[src/rtl/ps2_defs.sv]
// Shared PS/2 definitions: state encodings, timing defaults and frame helpers
// used by both the host transmitter and the receiver.
package ps2_defs;

    typedef enum logic [2:0] {
        IDLE,
        INHIBIT,
        REQ,
        START,
        SHIFT,
        ACK,
        WAIT_REL
    } ps2_tx_state_t;

    typedef enum logic [1:0] {
        RX_IDLE,
        RX_SHIFT,
        RX_STOP
    } ps2_rx_state_t;

    // Defaults assume a 50 MHz system clock
    localparam int unsigned PS2_INHIBIT_CYCLES = 6000;
    localparam int unsigned PS2_TIMEOUT_CYCLES = 750000;
    localparam int unsigned PS2_FILTER_LEN     = 8;

    localparam logic [3:0] PS2_LAST_BIT_EDGE = 4'd9;

    function automatic logic odd_parity(input logic [7:0] data);
        return ~^data;
    endfunction

endpackage

[src/rtl/ps2_line_filter.sv]
// Brings one raw PS/2 line into the clk_i domain, rejects glitches shorter
// than FILTER_LEN samples and flags filtered 1->0 transitions.
module ps2_line_filter
    import ps2_defs::*;
#(
    parameter int unsigned FILTER_LEN = PS2_FILTER_LEN
) (
    input  logic clk_i,
    input  logic rst_i,
    input  logic line_i,
    output logic line_o,
    output logic fall_o
);

    localparam int unsigned CNT_W = (FILTER_LEN > 1) ? $clog2(FILTER_LEN) : 1;
    localparam logic [CNT_W-1:0] CNT_LAST = CNT_W'(FILTER_LEN - 1);

    logic [1:0]       sync_q;
    logic             filt_q;
    logic             fall_q;
    logic [CNT_W-1:0] cnt_q;

    // Lines idle high, so everything resets to the released level
    always_ff @(posedge clk_i or posedge rst_i) begin
        if (rst_i) begin
            sync_q <= 2'b11;
            filt_q <= 1'b1;
            fall_q <= 1'b0;
            cnt_q  <= '0;
        end else begin
            sync_q <= {sync_q[0], line_i};
            fall_q <= 1'b0;
            if (sync_q[1] == filt_q) begin
                cnt_q <= '0;
            end else if (cnt_q == CNT_LAST) begin
                filt_q <= sync_q[1];
                fall_q <= filt_q;
                cnt_q  <= '0;
            end else begin
                cnt_q <= cnt_q + 1'b1;
            end
        end
    end

    assign line_o = filt_q;
    assign fall_o = fall_q;

endmodule

[src/rtl/ps2_host_tx.sv]
// PS/2 host-to-device transmitter: inhibits the bus, requests to send, shifts
// out one command byte on device clock edges and checks the device ack.
module ps2_host_tx
    import ps2_defs::*;
#(
    parameter int unsigned INHIBIT_CYCLES = PS2_INHIBIT_CYCLES,
    parameter int unsigned TIMEOUT_CYCLES = PS2_TIMEOUT_CYCLES,
    parameter int unsigned FILTER_LEN     = PS2_FILTER_LEN
) (
    input  logic       clk_i,
    input  logic       rst_i,
    input  logic [7:0] tx_data_i,
    input  logic       tx_start_i,
    output logic       tx_busy_o,
    output logic       tx_done_o,
    output logic       tx_err_o,
    input  logic       ps2_clk_i,
    input  logic       ps2_data_i,
    output logic       ps2_clk_oe_o,
    output logic       ps2_data_oe_o
);

    localparam int unsigned TIMER_MAX = (INHIBIT_CYCLES > TIMEOUT_CYCLES) ?
                                        INHIBIT_CYCLES : TIMEOUT_CYCLES;
    localparam int unsigned TIMER_W   = $clog2(TIMER_MAX + 1);
    localparam logic [TIMER_W-1:0] INHIBIT_LAST = TIMER_W'(INHIBIT_CYCLES - 1);
    localparam logic [TIMER_W-1:0] TIMEOUT_LAST = TIMER_W'(TIMEOUT_CYCLES - 1);

    ps2_tx_state_t      state_q, state_n;
    logic [TIMER_W-1:0] timer_q, timer_n;
    logic [3:0]         edge_q, edge_n;
    logic [8:0]         frame_q, frame_n;
    logic               drive_q, drive_n;
    logic               done_q, done_n;
    logic               err_q, err_n;

    logic clk_filt, clk_fall;
    logic data_filt, data_fall_unused;

    ps2_line_filter #(.FILTER_LEN(FILTER_LEN)) u_clk_filter (
        .clk_i  (clk_i),
        .rst_i  (rst_i),
        .line_i (ps2_clk_i),
        .line_o (clk_filt),
        .fall_o (clk_fall)
    );

    ps2_line_filter #(.FILTER_LEN(FILTER_LEN)) u_data_filter (
        .clk_i  (clk_i),
        .rst_i  (rst_i),
        .line_i (ps2_data_i),
        .line_o (data_filt),
        .fall_o (data_fall_unused)
    );

    always_ff @(posedge clk_i or posedge rst_i) begin
        if (rst_i) begin
            state_q <= IDLE;
            timer_q <= '0;
            edge_q  <= '0;
            frame_q <= '0;
            drive_q <= 1'b0;
            done_q  <= 1'b0;
            err_q   <= 1'b0;
        end else begin
            state_q <= state_n;
            timer_q <= timer_n;
            edge_q  <= edge_n;
            frame_q <= frame_n;
            drive_q <= drive_n;
            done_q  <= done_n;
            err_q   <= err_n;
        end
    end

    // frame holds {parity, data}; drive is the level currently put on the data line
    always_comb begin
        state_n       = state_q;
        timer_n       = timer_q;
        edge_n        = edge_q;
        frame_n       = frame_q;
        drive_n       = drive_q;
        done_n        = 1'b0;
        err_n         = 1'b0;
        ps2_clk_oe_o  = 1'b0;
        ps2_data_oe_o = 1'b0;
        tx_busy_o     = (state_q != IDLE);

        unique case (state_q)
            IDLE: begin
                timer_n = '0;
                if (tx_start_i && !done_q && !err_q) begin
                    frame_n = {odd_parity(tx_data_i), tx_data_i};
                    edge_n  = '0;
                    drive_n = 1'b0;
                    state_n = INHIBIT;
                end
            end

            INHIBIT: begin
                ps2_clk_oe_o = 1'b1;
                if (timer_q == INHIBIT_LAST) begin
                    timer_n = '0;
                    state_n = REQ;
                end else begin
                    timer_n = timer_q + 1'b1;
                end
            end

            REQ: begin
                ps2_clk_oe_o  = 1'b1;
                ps2_data_oe_o = 1'b1;
                timer_n       = '0;
                drive_n       = 1'b0;
                state_n       = START;
            end

            START, SHIFT: begin
                ps2_data_oe_o = ~drive_q;
                if (clk_fall) begin
                    timer_n = '0;
                    edge_n  = edge_q + 4'd1;
                    if (state_q == START) begin
                        drive_n = frame_q[0];
                        state_n = SHIFT;
                    end else if (edge_q == PS2_LAST_BIT_EDGE) begin
                        drive_n = 1'b1;
                        state_n = ACK;
                    end else begin
                        drive_n = frame_q[edge_q];
                    end
                end else if (timer_q == TIMEOUT_LAST) begin
                    err_n   = 1'b1;
                    state_n = IDLE;
                end else begin
                    timer_n = timer_q + 1'b1;
                end
            end

            ACK: begin
                if (clk_fall) begin
                    timer_n = '0;
                    edge_n  = edge_q + 4'd1;
                    if (!data_filt) begin
                        state_n = WAIT_REL;
                    end else begin
                        err_n   = 1'b1;
                        state_n = IDLE;
                    end
                end else if (timer_q == TIMEOUT_LAST) begin
                    err_n   = 1'b1;
                    state_n = IDLE;
                end else begin
                    timer_n = timer_q + 1'b1;
                end
            end

            WAIT_REL: begin
                if (clk_filt && data_filt) begin
                    done_n  = 1'b1;
                    state_n = IDLE;
                end else if (clk_fall) begin
                    timer_n = '0;
                end else if (timer_q == TIMEOUT_LAST) begin
                    err_n   = 1'b1;
                    state_n = IDLE;
                end else begin
                    timer_n = timer_q + 1'b1;
                end
            end

            default: begin
                state_n = IDLE;
            end
        endcase
    end

    assign tx_done_o = done_q;
    assign tx_err_o  = err_q;

endmodule

[config.mk]
export PLATFORM = sky130hd
export DESIGN_NAME = ps2_host_tx
export DESIGN_NICKNAME = d
export VERILOG_FILES = /design/src/rtl/ps2_defs.sv /design/src/rtl/ps2_line_filter.sv /design/src/rtl/ps2_host_tx.sv
export SDC_FILE = /design/constraint.sdc
export NUM_CORES = 1
export LEC_CHECK = 0
export CAP_MARGIN = 25
export CORE_AREA = 2 2 95 97
export DETAILED_ROUTE_END_ITERATION = 10
export DIE_AREA = 0 0 97 99
export DONT_BUFFER_PORTS = 1
export SLEW_MARGIN = 20
export SYNTH_ARGS = -nofsm -noshare
export SYNTH_HDL_FRONTEND = slang
export SYNTH_SLANG_ARGS = --single-unit
export TNS_END_PERCENT = 5
[constraint.sdc]
create_clock -name clk_i -period 2.6 [get_ports clk_i]
set_clock_uncertainty 0.2 [all_clocks]
set_input_delay 0.65 -clock clk_i [delete_from_list [all_inputs] [get_ports clk_i]]
set_output_delay 0.65 -clock clk_i [all_outputs]
set_load 0.01 [all_outputs]
# --- Yosys cells after proc, flatten, opt, wreduce, memory -nomap -nowiden ---
# Cells that the tools add are included.
totals:
  regBits: 52
  output_inout_bits: 5
  wordCells: 106
classes:
  addsub: 4
  magnitude_cmp: 1
  n_eq_ne: 20
  mux: 42
  bitwise: 3
  reduce_logical: 22
op_table:
  columns: ["operator", "count"]
  rows:
  - ["20-bit two-way mux", 4]
  - ["20-bit one-hot mux with 4 select lines", 1]
  - ["3-bit two-way mux", 14]
  - ["20-bit by 1-bit adder with 20-bit output (second input constant)", 1]
  - ["20-bit by 13-bit equality test with 1-bit output (second input constant)", 1]
  - ["20-bit equality test (second input constant)", 1]
  - ["3-bit one-hot mux with 6 select lines", 1]
  - ["3-bit equality test (second input constant)", 5]
  - ["1-bit two-way mux", 15]
  - ["4-bit two-way mux", 2]
  - ["4-bit one-hot mux with 2 select lines", 1]
  - ["2-bit AND reduction", 4]
  - ["8-bit XNOR reduction", 1]
  - ["3-bit by 1-bit adder with 3-bit output (second input constant)", 2]
  - ["3-bit by 2-bit equality test with 1-bit output (second input constant)", 2]
  - ["2-bit != test (second input constant)", 3]
  - ["1-bit one-hot mux with 3 select lines", 2]
  - ["3-bit AND reduction", 2]
  - ["3-bit nonzero test", 2]
  - ["2-bit OR reduction", 3]
  - ["4-bit by 5-bit less-than comparator with 1-bit output (second input constant)", 1]
  - ["4-bit by 1-bit adder with 4-bit output (second input constant)", 1]
  - ["1-bit binary-select mux with 4-bit select", 1]
  - ["4-bit equality test (second input constant)", 1]
  - ["14 further kinds", 21]

# --- Longest topological paths before layout ---
# Gate-level depths: netlist (run 1).
logic_depth:
  ltp_word: 6
  depth_mapped: 8
  ltp_nobuf: 6

# --- Modules after synthesis ---
# From an unflattened synthesis (run 1), not the netlist that was laid out.
unflattened:
  hier_cells: 319
  hier_area_um2: 3015.4
by_module_without_submodules:
  columns: ["module", "instances", "cells_each", "area_per_inst_um2", "seq_area_each_um2"]
  rows:
  - ["ps2_host_tx", 1, 287, 2491.1, 975.9]
  - ["ps2_line_filter (u_data_filter)", 1, 16, 262.8, 178.9]
  - ["ps2_line_filter (u_clk_filter)", 1, 16, 261.5, 178.9]

# --- Worst setup path before layout (run 1) ---
# Ideal clock, no wire load.
synth_path:
  kind: "register -> register"
  from: "reg timer_q[6]"
  to: "reg state_q[0]"
  setup_time_ns: 0.125
  arrival_time_ns: 1.875
  setup_slack_ns: 0.400
  path_stages_with_launch: 6
  path_buffers: 0
  cell_sequence: "dfrtp_1 -> or4b_2 -> nor4_2 -> nand3_1 -> a221oi_2 -> o21ai_1"
synth_between:
  elab_chain_len: 5
  elab_cells_between_ends: 10
  cone_classes: "eq/ne (3); mux (6); reduce/logical (1)"
synth_lines:
  columns: ["item", "line", "text"]
  rows:
  - ["start, declared", "ps2_host_tx.sv:30", "logic [TIMER_W-1:0] timer_q, timer_n;"]
  - ["start signal, assigned", "ps2_host_tx.sv:67", "timer_q <= timer_n;"]
  - ["20-bit equality test", "ps2_host_tx.sv:132, ps2_host_tx.sv:150, ps2_host_tx.sv:164", null]
  - ["3-bit two-way mux (3 in a row)", null, null]
  - ["3-bit one-hot mux with 6 select lines", null, null]
  - ["end signal, assigned", "ps2_host_tx.sv:66", "state_q <= state_n;"]
  - ["end, declared", "ps2_host_tx.sv:29", "ps2_tx_state_t state_q, state_n;"]
# Parallel ways exist; a longest one is shown, timed or not. The select of a mux whose other input is x is not followed.
# A chain may end at the register's enable or synchronous reset.

# --- Worst setup path after layout (run 1) ---
layout_path:
  from: "reg state_q[1]"
  to: "out ps2_data_oe_o"
layout_between:
  elab_chain_len: 3
  elab_cells_between_ends: 5
  cone_classes: "eq/ne (3); mux (1); reduce/logical (1)"
layout_lines:
  columns: ["item", "line", "text"]
  rows:
  - ["3-bit by 2-bit equality test with 1-bit output or 3-bit equality test (tied branches)", "ps2_host_tx.sv:89", "unique case (state_q)"]
  - ["2-bit OR reduction", "ps2_host_tx.sv:89", null]
  - ["1-bit one-hot mux with 2 select lines (*)", "ps2_host_tx.sv:89", null]
  - ["end, declared", "ps2_host_tx.sv:20", "output logic ps2_data_oe_o"]
# Every way passes the cells marked *; elsewhere a longest branch is shown, timed or not.

==> flow_summary.json, run 1 <==
{
  "fin_util_pct": 36.5,
  "power.share.clock_pct": 24.3,
  "ys_seq_area_share_pct": 46.0,
  "rows": 34,
  "io_buffers": 0,
  "syn_area_per_cell_sq_um": 9.49,
  "layout_common_cells": "48 x nand2_1, 45 x dfrtp_1, 32 x nor2_1, 20 x xnor2_1, 12 x a21oi_1",
  "synth_edf_count": 0,
  "insertion_delay_ps": 310,
  "initial_utilization_pct": 33.3,
  "yosys.area.top_type": "dfrtp_1",
  "wire_per_inst_um": 13.4,
  "power.internal_w": 0.00154,
  "reg2reg_depth": 5,
  "cp_slowest_cell": "dfrtp_1",
  "ys_ff_latch": 52,
  "gp_congestion": 0.809,
  "synth_nets": 320,
  "die_w_um": 97,
  "yosysTopAreaCellShare_pct": 40.4,
  "drv_slew": 0,
  "grt_pass1_wl_um": 10300,
  "holdBufCountCts": 0,
  "max-vdd-ir-drop_v": 0.000353,
  "track_usage_pct": 12.8,
  "die_y_um": 99,
  "startpoint_type": "flip-flop",
  "cts_max_level": 2,
  "core_area_sq_um": 8550,
  "crit_buf_inv": 0,
  "cp.required_ps": 1750,
  "power_density_nw_per_um2": 744,
  "yosysWarnings": 0,
  "synthAdderAreaFrac_pct": 3.08,
  "cts_root_buffer": "clkbuf_8",
  "seq_power_share_pct": 48.3,
  "synth_mux_area_share_pct": 3.08,
  "synth_cell_types": 55,
  "synth-compound-area-share_pct": 11.0,
  "finalHoldViolCount": 0,
  "tightest_slew_ps": 510,
  "netlist_area_sq_um": 2850,
  "pin_count": 18,
  "drt_wl_total_um": 5520,
  "die_area_sq_um": 9600,
  "slowest_delay_ps": 490,
  "antenna_cells": 0,
  "regArea_sq_um": 1310,
  "worst_ep_arrival_time_ps": 1570,
  "syn_to_final_growth_pct": 9.49,
  "multi_input_area_sq_um": 1470,
  "cap_violations": 0,
  "fillers": 864,
  "cts_made_buffers": 5,
  "drive_above_1_share_pct": 11.5,
  "dpl.cell_count": 405,
  "clk_path_buf_depth": 2,
  "crit_fanout": 10,
  "worstSetupPathDepth": 4,
  "hpwlAfterDp_um": 3970,
  "hold_class": "in2async",
  "final_cells": 413,
  "p_comb_share_pct": 27.4,
  "timing.hold.ws_ps": 44.0,
  "max-slew-margin-rel_pct": 66.0,
  "num_vias": 2116,
  "crit_family": "simple AND/OR/NAND/NOR gates",
  "rsz0062_at_grt": "no",
  "leakagePower_nw": 1.33,
  "viasPerCell": 5.12,
  "synthFlopType": "dfrtp_1",
  "cts_tree": "done",
  "path_clk_slew_ps": 100,
  "synth_top_family_by_area": "simple AND/OR/NAND/NOR gates",
  "final_antenna_net_count": 0,
  "grt_pass1_vias": 2131,
  "synthXorXnorAreaFrac_pct": 9.23,
  "grt-ovfl-total": 0,
  "grt_max_degree": 30,
  "cts.sinks": 52,
  "endpoint_kind": "output pin",
  "setup_viol": 0,
  "firstDrtPassIters": 4,
  "status": "completed",
  "ys_top_cells_by_area": "dfrtp_1 40%, nand2_1 6.3%, xnor2_1 6.2%",
  "fin_setup_tns_ps": 0,
  "drt_iter0_drc": 130,
  "worstSetupPathType": "reg2out",
  "synthCells": 300,
  "async_flop_share_pct": 100,
  "min_period_over_period_pct": 92.9,
  "netSwitchingPower_w": 0.000784,
  "p_sw_share_pct": 33.8,
  "yosys.area_share.simple_pct": 25.1,
  "antenna_found_initial": 0,
  "nNetsFinal": 324,
  "path_cells": "nand2b_1 > nor2_1 > nor2b_1 > o22ai_1",
  "finalCriticalPeriod_ps": 2420,
  "max_freq_ghz": 0.414,
  "drc": 0,
  "final_common_cell": "nand2_1"
}
[power by group through the flow]
stage	Combinational (W)	Clock (W)	Sequential, W
floorplan	0.000564	0	0.00106
global placement	0.000639	0	0.00113
detailed placement	0.000645	0	0.00114
CTS	0.000653	0.000588	0.00112
global route	0.000750	0.000619	0.00115
finish	0.000637	0.000564	0.00112
[cell usage after synthesis (2+ instances only)]
cell type,number
ha_1,7
mux4_2,2
nor3_1,9
and4_1,2
dfstp_2,6
xnor2_1,20
nand2_1,48
nor2b_1,4
nand2b_1,4
dfrtp_1,46
o211ai_1,2
a21oi_1,12
mux2_2,2
nor2_1,32
o21ai_0,9
o2111ai_1,2
nand3b_1,2
and2_1,3
nand4_1,6
nor4_1,2
nor3b_1,4
a21o_1,2
a311oi_1,2
o21a_1,3
inv_1,6
clkbuf_1,8
mux2i_1,2
nand3_1,10
and3b_1,2
xor2_1,10
a211oi_1,2
and3_1,4
o31a_1,2
and4b_1,2
[path summary, 6_finish.rpt]
path	start	end	slack, ps
worst max-delay path	state_q[1]	ps2_data_oe_o	180
worst min-delay path	rst_i	edge_q[0]	40
worst max register to register	timer_q[11]	timer_q[5]	210
worst min register to register	u_clk_filter.sync_q[0]	u_clk_filter.sync_q[1]	160
max in group asynchronous	rst_i	u_clk_filter.line_o	1560
min in group clk_i	ps2_data_i	u_data_filter.sync_q[0]	120
[per-stage QoR]
| step | total power, W | area (sq um) | worst slack, ps |
|---|---|---|---|
| floorplan | 0.00162 | 2850 | 400 |
| global placement | 0.00177 | 3010 | 269 |
| detailed placement | 0.00178 | 3010 | 220 |
| CTS | 0.00236 | 3120 | 52.2 |
| global route | 0.00252 | 3120 | 55.3 |
| finish | 0.00232 | 3120 | 185 |
[kinds of logic (layout without fill, tap and decap cells)]
family / after synthesis / after routing
simple gates: 142 / 142
buf+inv: 17 / 22
mux: 6 / 6
flops: 52 / 52
compound gates: 46 / 46
xor+xnor: 30 / 30
fa+ha+maj: 7 / 7
[worst reg2reg max path, delay by kind of cell (launching register included)]
kind            cells  cell delay, ps
simple gates        4            1270
compound gates      1             350
flops               1             440
[registers in the layout, summed over array words and instances (netlist names)]
register              count
timer_q                  20
u_data_filter.sync_q      2
edge_q                    4
drive_q                   1
u_clk_filter.cnt_q        3
u_data_filter.cnt_q       3
state_q                   3
u_clk_filter.sync_q       2
tx_err_o                  1
u_clk_filter.line_o       1
u_data_filter.line_o      1
u_clk_filter.fall_o       1
tx_done_o                 1
frame_q                   9
[layout make-up]
type,count,area share (%)
Multi-Input combinational cell,231,47.0
Sequential cell,52,42.0
Tap cell,108,4.33
Clock buffer,6,2.33
Timing Repair Buffer,8,2.33
Clock inverter,2,1.24
Inverter,6,0.722
[routing by layer]
layer	track usage [%]	part of all wire (%)	routed length, um	up-vias
met2	19.8	45	2460	42
li1	-	-	-	1055
met1	18.8	51	2800	1013
met5	0	0	0	-
met4	3.90	1.4	77	0
met3	1.49	3.2	176	6
[timing repair]
action / in CTS / in global routing
setup endpoints to repair: 0 / 1
resized for setup: 0 / 1
buffers inserted: 0 / 0
(Power assumes the default switching activity.)
==> inputs of run 2 (changes only) <==
- CORE_AREA: 2 2 95 97 -> 2 2 98 100
- DIE_AREA: 0 0 97 99 -> 0 0 100 102
- MAX_ROUTING_LAYER: unset -> met4
- SYNTH_HIERARCHICAL: unset -> 1
==> run 2 against run 1 <==
Effect of this change: via count up 8.4%; hold slack better by 86 ps; utilization shrank 0.50 points; die area rose by 6.2%; global-route usage increased by 1.1 points; first-iteration DRC count fell by 18%; synthesized cell count grew 5.7%; flip-flop and latch count did not move; fmax rose by 0.31%; largest cell class unchanged.
==> flow_summary.json, run 2 <==
{
  "initial_utilization_pct": 32.7,
  "yosysWarnings": 6,
  "finalHoldViolCount": 0,
  "final_antenna_net_count": 0,
  "io_buffers": 0,
  "firstDrtPassIters": 4,
  "die_y_um": 102,
  "viasPerCell": 5.25,
  "power.total_w": 0.00263,
  "rows": 35,
  "cap_violations": 0,
  "core_area_sq_um": 9110,
  "cts_root_buffer": "clkbuf_8",
  "gp_congestion": 0.852,
  "max-slew-margin-rel_pct": 66.0,
  "worst_ep_arrival_time_ps": 1560,
  "num_vias": 2293,
  "multi_input_area_sq_um": 1590,
  "path_clk_slew_ps": 90,
  "drc": 0,
  "grt_max_degree": 40,
  "timing.hold.ws_ps": 130,
  "drt_wl_total_um": 6270,
  "antenna_cells": 0,
  "power_density_nw_per_um2": 803,
  "tightest_slew_ps": 510,
  "clk_path_buf_depth": 2,
  "power.share.clock_pct": 21.6,
  "cts_made_buffers": 5,
  "netSwitchingPower_w": 0.000965,
  "pin_count": 18,
  "drive_above_1_share_pct": 13.5,
  "wire_per_inst_um": 14.4,
  "cts_max_level": 2,
  "syn_area_per_cell_sq_um": 9.40,
  "finalCriticalPeriod_ps": 2410,
  "cp.required_ps": 1750,
  "max_freq_ghz": 0.415,
  "worstSetupPathType": "reg2out",
  "nNetsFinal": 345,
  "syn_to_final_growth_pct": 9.91,
  "max-vdd-ir-drop_v": 0.000379,
  "track_usage_pct": 13.8,
  "grt_pass1_vias": 2202,
  "power.internal_w": 0.00167,
  "insertion_delay_ps": 310,
  "endpoint_kind": "output pin",
  "postLayoutCellArea_sq_um": 3280,
  "netlist_area_sq_um": 2980,
  "startpoint_type": "flip-flop",
  "fin_util_pct": 36.0,
  "regArea_sq_um": 1310,
  "antenna_found_initial": 0,
  "p_comb_share_pct": 36.5,
  "hold_class": "in2reg",
  "seq_power_share_pct": 41.9,
  "status": "completed",
  "layout_common_cells": "49 x nand2_1, 46 x dfrtp_1, 27 x nor2_1, 23 x o21ai_0, 13 x xnor2_1",
  "synthCells": 317,
  "cts_tree": "done",
  "reg_top3": "timer_q x20, frame_q x9, edge_q x4",
  "drt_iter0_drc": 106,
  "setup_viol": 0,
  "grt_pass1_wl_um": 11000,
  "rsz0062_at_grt": "no",
  "fillers": 923,
  "leakagePower_nw": 1.38,
  "drv_slew": 0,
  "grt-ovfl-total": 0,
  "r2r_setup_slack_ps": 250,
  "hpwlAfterDp_um": 4570,
  "crit_fanout": 14,
  "die_w_um": 100,
  "die_area_sq_um": 10200,
  "top_register": "timer_q",
  "placed_area_sq_um": 3150,
  "cts.sinks": 52,
  "min_period_over_period_pct": 92.6,
  "synth_nets": 337,
  "fin_setup_tns_ps": 0,
  "largest_reg_flops": 20,
  "p_sw_share_pct": 36.7,
  "final_common_cell": "nand2_1"
}
run 2: cell type report:
cell class                      instances  share of cell area, %
Clock buffer                            6                   2.22
Clock inverter                          2                   1.18
Inverter                               10                   1.15
Multi-Input combinational cell        245                   48.7
Sequential cell                        52                   40.0
Tap cell                              111                   4.24
Timing Repair Buffer                   11                   2.60
run 2: what timing repair did:
item	4_1_cts	5_1_grt
endpoints found under the hold margin	7	0
resized for setup	0	1
setup endpoints to repair	0	1
buffers inserted	0	0
hold buffers	1	0
run 2: worst paths after layout:
| check | start | endpoint | cells after the start |
|---|---|---|---|
| max in group asynchronous | rst_i | u_clk_filter/line_o | 2 |
| hold / removal | ps2_clk_i | u_clk_filter/sync_q[0] | 0 |
| setup / recovery | state_q[1] | ps2_data_oe_o | 5 |
| min in group asynchronous | rst_i | timer_q[17] | 2 |
| hold reg to reg | u_clk_filter/sync_q[0] | u_clk_filter/sync_q[1] | 0 |
| setup reg to reg | timer_q[0] | timer_q[13] | 7 |
run 2: metrics by stage:
| step | setup slack [ps] | instances |
|---|---|---|
| global placement | 335 | 428 |
| CTS | 136 | 437 |
| finish | 192 | 437 |
| global route | 32.8 | 437 |
| detailed placement | 261 | 428 |
| floorplan | 545 | 317 |
run 2: metal layers:
metal | up-vias | track usage (%) | routed length [um]
met5 | - | - | 0
met4 | 0 | 3.16 | 62
met3 | 8 | 2.05 | 179
met2 | 39 | 22.3 | 3030
met1 | 1101 | 18.6 | 3000
li1 | 1145 | - | -
run 2: power by group through the flow:
stage / Clock, W / Sequential (W) / Combinational, W
global route: 0.000632 / 0.00112 / 0.00109
CTS: 0.000588 / 0.00110 / 0.000971
detailed placement: 0 / 0.00112 / 0.000959
global placement: 0 / 0.00111 / 0.000951
floorplan: 0 / 0.00108 / 0.000756
finish: 0.000570 / 0.00110 / 0.000959
run 2: critical path: stages (launching register included):
cell,delay (ps)
dfrtp_1,410
buf_4,190
nand2b_2,250
o21ai_0,180
nand2_1,60
o21ai_0,160
==> inputs of run 3 (changes only) <==
- PLACE_DENSITY_LB_ADDON: unset -> 0.12
==> run 3 against run 2 <==
Effect of this change: via count rose by 1.3%; non-clock buffer count down 3; largest cell class unchanged; first-iteration DRC count shrank 20%; final cell count down 0.69%; highest routed layer unchanged; global-route usage is 0.60 points higher; critical path type unchanged.
==> flow_summary.json, run 3 (same netlist as run 2, synthesis figures left out) <==
{
  "wire_per_inst_um": 15.5,
  "cp-startpoint": "state_q[0]",
  "gp_congestion": 0.787,
  "power_density_nw_per_um2": 783,
  "cts_root_buffer": "clkbuf_8",
  "drive_above_1_share_pct": 13.3,
  "hold_class": "in2reg",
  "p_sw_share_pct": 38.9,
  "crit_fanout": 12,
  "endpoint_kind": "output pin",
  "r2r-start": "state_q[0]",
  "initial_utilization_pct": 32.7,
  "grt-ovfl-total": 0,
  "path_cells": "buf_4 > or3_1",
  "clk_path_buf_depth": 2,
  "final_common_cell": "nand2_1",
  "top_register": "timer_q",
  "wl_met2_um": 3220,
  "p_comb_share_pct": 35.9,
  "wl_met1_um": 3310,
  "drt_wl_total_um": 6740,
  "path_clk_slew_ps": 100,
  "startpoint_type": "flip-flop",
  "worst_ep_arrival_time_ps": 1550,
  "min_period_over_period_pct": 92.4,
  "power.share.clock_pct": 19.0,
  "track_usage_pct": 14.4,
  "die_area_sq_um": 10200,
  "firstDrtPassIters": 4,
  "rows": 35,
  "reg_top3": "timer_q x20, frame_q x9, edge_q x4",
  "cap_violations": 0,
  "rsz0062_at_grt": "no",
  "die_w_um": 100,
  "r2r_setup_slack_ps": 350,
  "routed-wl-met3_um": 182,
  "reg2reg_depth": 5,
  "cp.required_ps": 1750,
  "crit_buf_inv": 1,
  "finalHoldViolCount": 0,
  "insertion_delay_ps": 310,
  "cts_max_level": 2,
  "cts_tree": "done",
  "slowest_delay_ps": 540,
  "io_buffers": 0,
  "hpwlAfterDp_um": 4920,
  "drc": 0,
  "viasPerCell": 5.35,
  "holdPathEnd": "u_clk_filter/sync_q[0]",
  "reg2reg_to": "timer_q[7]",
  "drt_iter0_drc": 85,
  "max-slew-margin-rel_pct": 63.3,
  "status": "completed",
  "cp_slowest_cell": "dfrtp_1",
  "hold_depth": 0,
  "netSwitchingPower_w": 0.000984,
  "cts.sinks": 52,
  "max_freq_ghz": 0.416,
  "grt_max_degree": 40,
  "grt_pass1_vias": 2244,
  "fillers": 953,
  "drv_slew": 0,
  "pin_count": 18,
  "num_vias": 2322,
  "nNetsFinal": 342,
  "fin_util_pct": 35.5,
  "final_antenna_net_count": 0,
  "antenna_cells": 0,
  "max-vdd-ir-drop_v": 0.000490,
  "finalCriticalPeriod_ps": 2400,
  "antenna_found_initial": 0,
  "setup_viol": 0,
  "dr.max_layer_used": "met4",
  "largest_reg_flops": 20,
  "hp-start": "ps2_clk_i",
  "core_area_sq_um": 9110,
  "crit_family": "flip-flops",
  "worstSetupPathType": "reg2out",
  "layout_common_cells": "49 x nand2_1, 44 x dfrtp_1, 27 x nor2_1, 23 x o21ai_0, 13 x xnor2_1",
  "fin_setup_tns_ps": 0,
  "grt_pass1_wl_um": 11400,
  "syn_to_final_growth_pct": 8.48,
  "power.internal_w": 0.00155,
  "seq_power_share_pct": 45.1,
  "cts_setup_buffers": 0,
  "die_y_um": 102,
  "leakagePower_nw": 1.35,
  "tightest_slew_ps": 551,
  "cts_made_buffers": 5
}
==> run 3: final cells by class <==
type / count / area [sq um] / area share, %
multi-input cells: 245 / 1590 / 49.2
inverters: 10 / 37.5 / 1.16
well taps: 111 / 139 / 4.30
flip-flops and latches: 52 / 1310 / 40.6
repair buffers: 8 / 62.6 / 1.93
clock inverters: 3 / 22.5 / 0.697
clock buffers: 5 / 68.8 / 2.13
==> run 3: how the worst max path moves through the flow <==
stage                                to  slack (ps)  cells past startpoint
after global routing      ps2_data_oe_o         100                      4
after CTS                 ps2_data_oe_o         110                      4
final                         tx_busy_o         200                      2
after detailed placement     timer_q[8]         350                      5
after global placement       timer_q[7]         370                      5
after floorplan           ps2_data_oe_o         550                      5
==> run 3: routing by layer <==
| layer | GRT usage (%) | vias up |
|---|---|---|
| met5 | - | - |
| met4 | 3.69 | 0 |
| met3 | 2.05 | 2 |
| met2 | 22.8 | 48 |
| met1 | 19.7 | 1135 |
| li1 | - | 1137 |
==> run 3: repair_timing <==
action,4_1_cts,5_1_grt
gates resized for setup,0,2
hold buffers,1,0
hold endpoints to repair,7,0
endpoints found under the setup margin,0,1
==> run 3: power by group through the flow <==
| stage | clock [W] | sequential (W) | combinational [W] |
|---|---|---|---|
| 3_5_place_dp | 0 | 0.00116 | 0.000918 |
| 4_1_cts | 0.000507 | 0.00114 | 0.000923 |
| 3_3_place_gp | 0 | 0.00115 | 0.000912 |
| 5_1_grt | 0.000535 | 0.00117 | 0.00104 |
| 6_report | 0.000480 | 0.00114 | 0.000909 |
| 2_1_floorplan | 0 | 0.00108 | 0.000756 |
==> run 3: through the flow <==
stage	cell area (sq um)	cells	power [W]	setup slack, ps	hold slack (ps)
5_1_grt	3230	434	0.00275	99.4	107
4_1_cts	3230	434	0.00257	110	118
3_3_place_gp	3130	425	0.00207	370	148
2_1_floorplan	2980	317	0.00183	545	145
6_report	3230	434	0.00253	197	129
3_5_place_dp	3130	425	0.00207	352	148
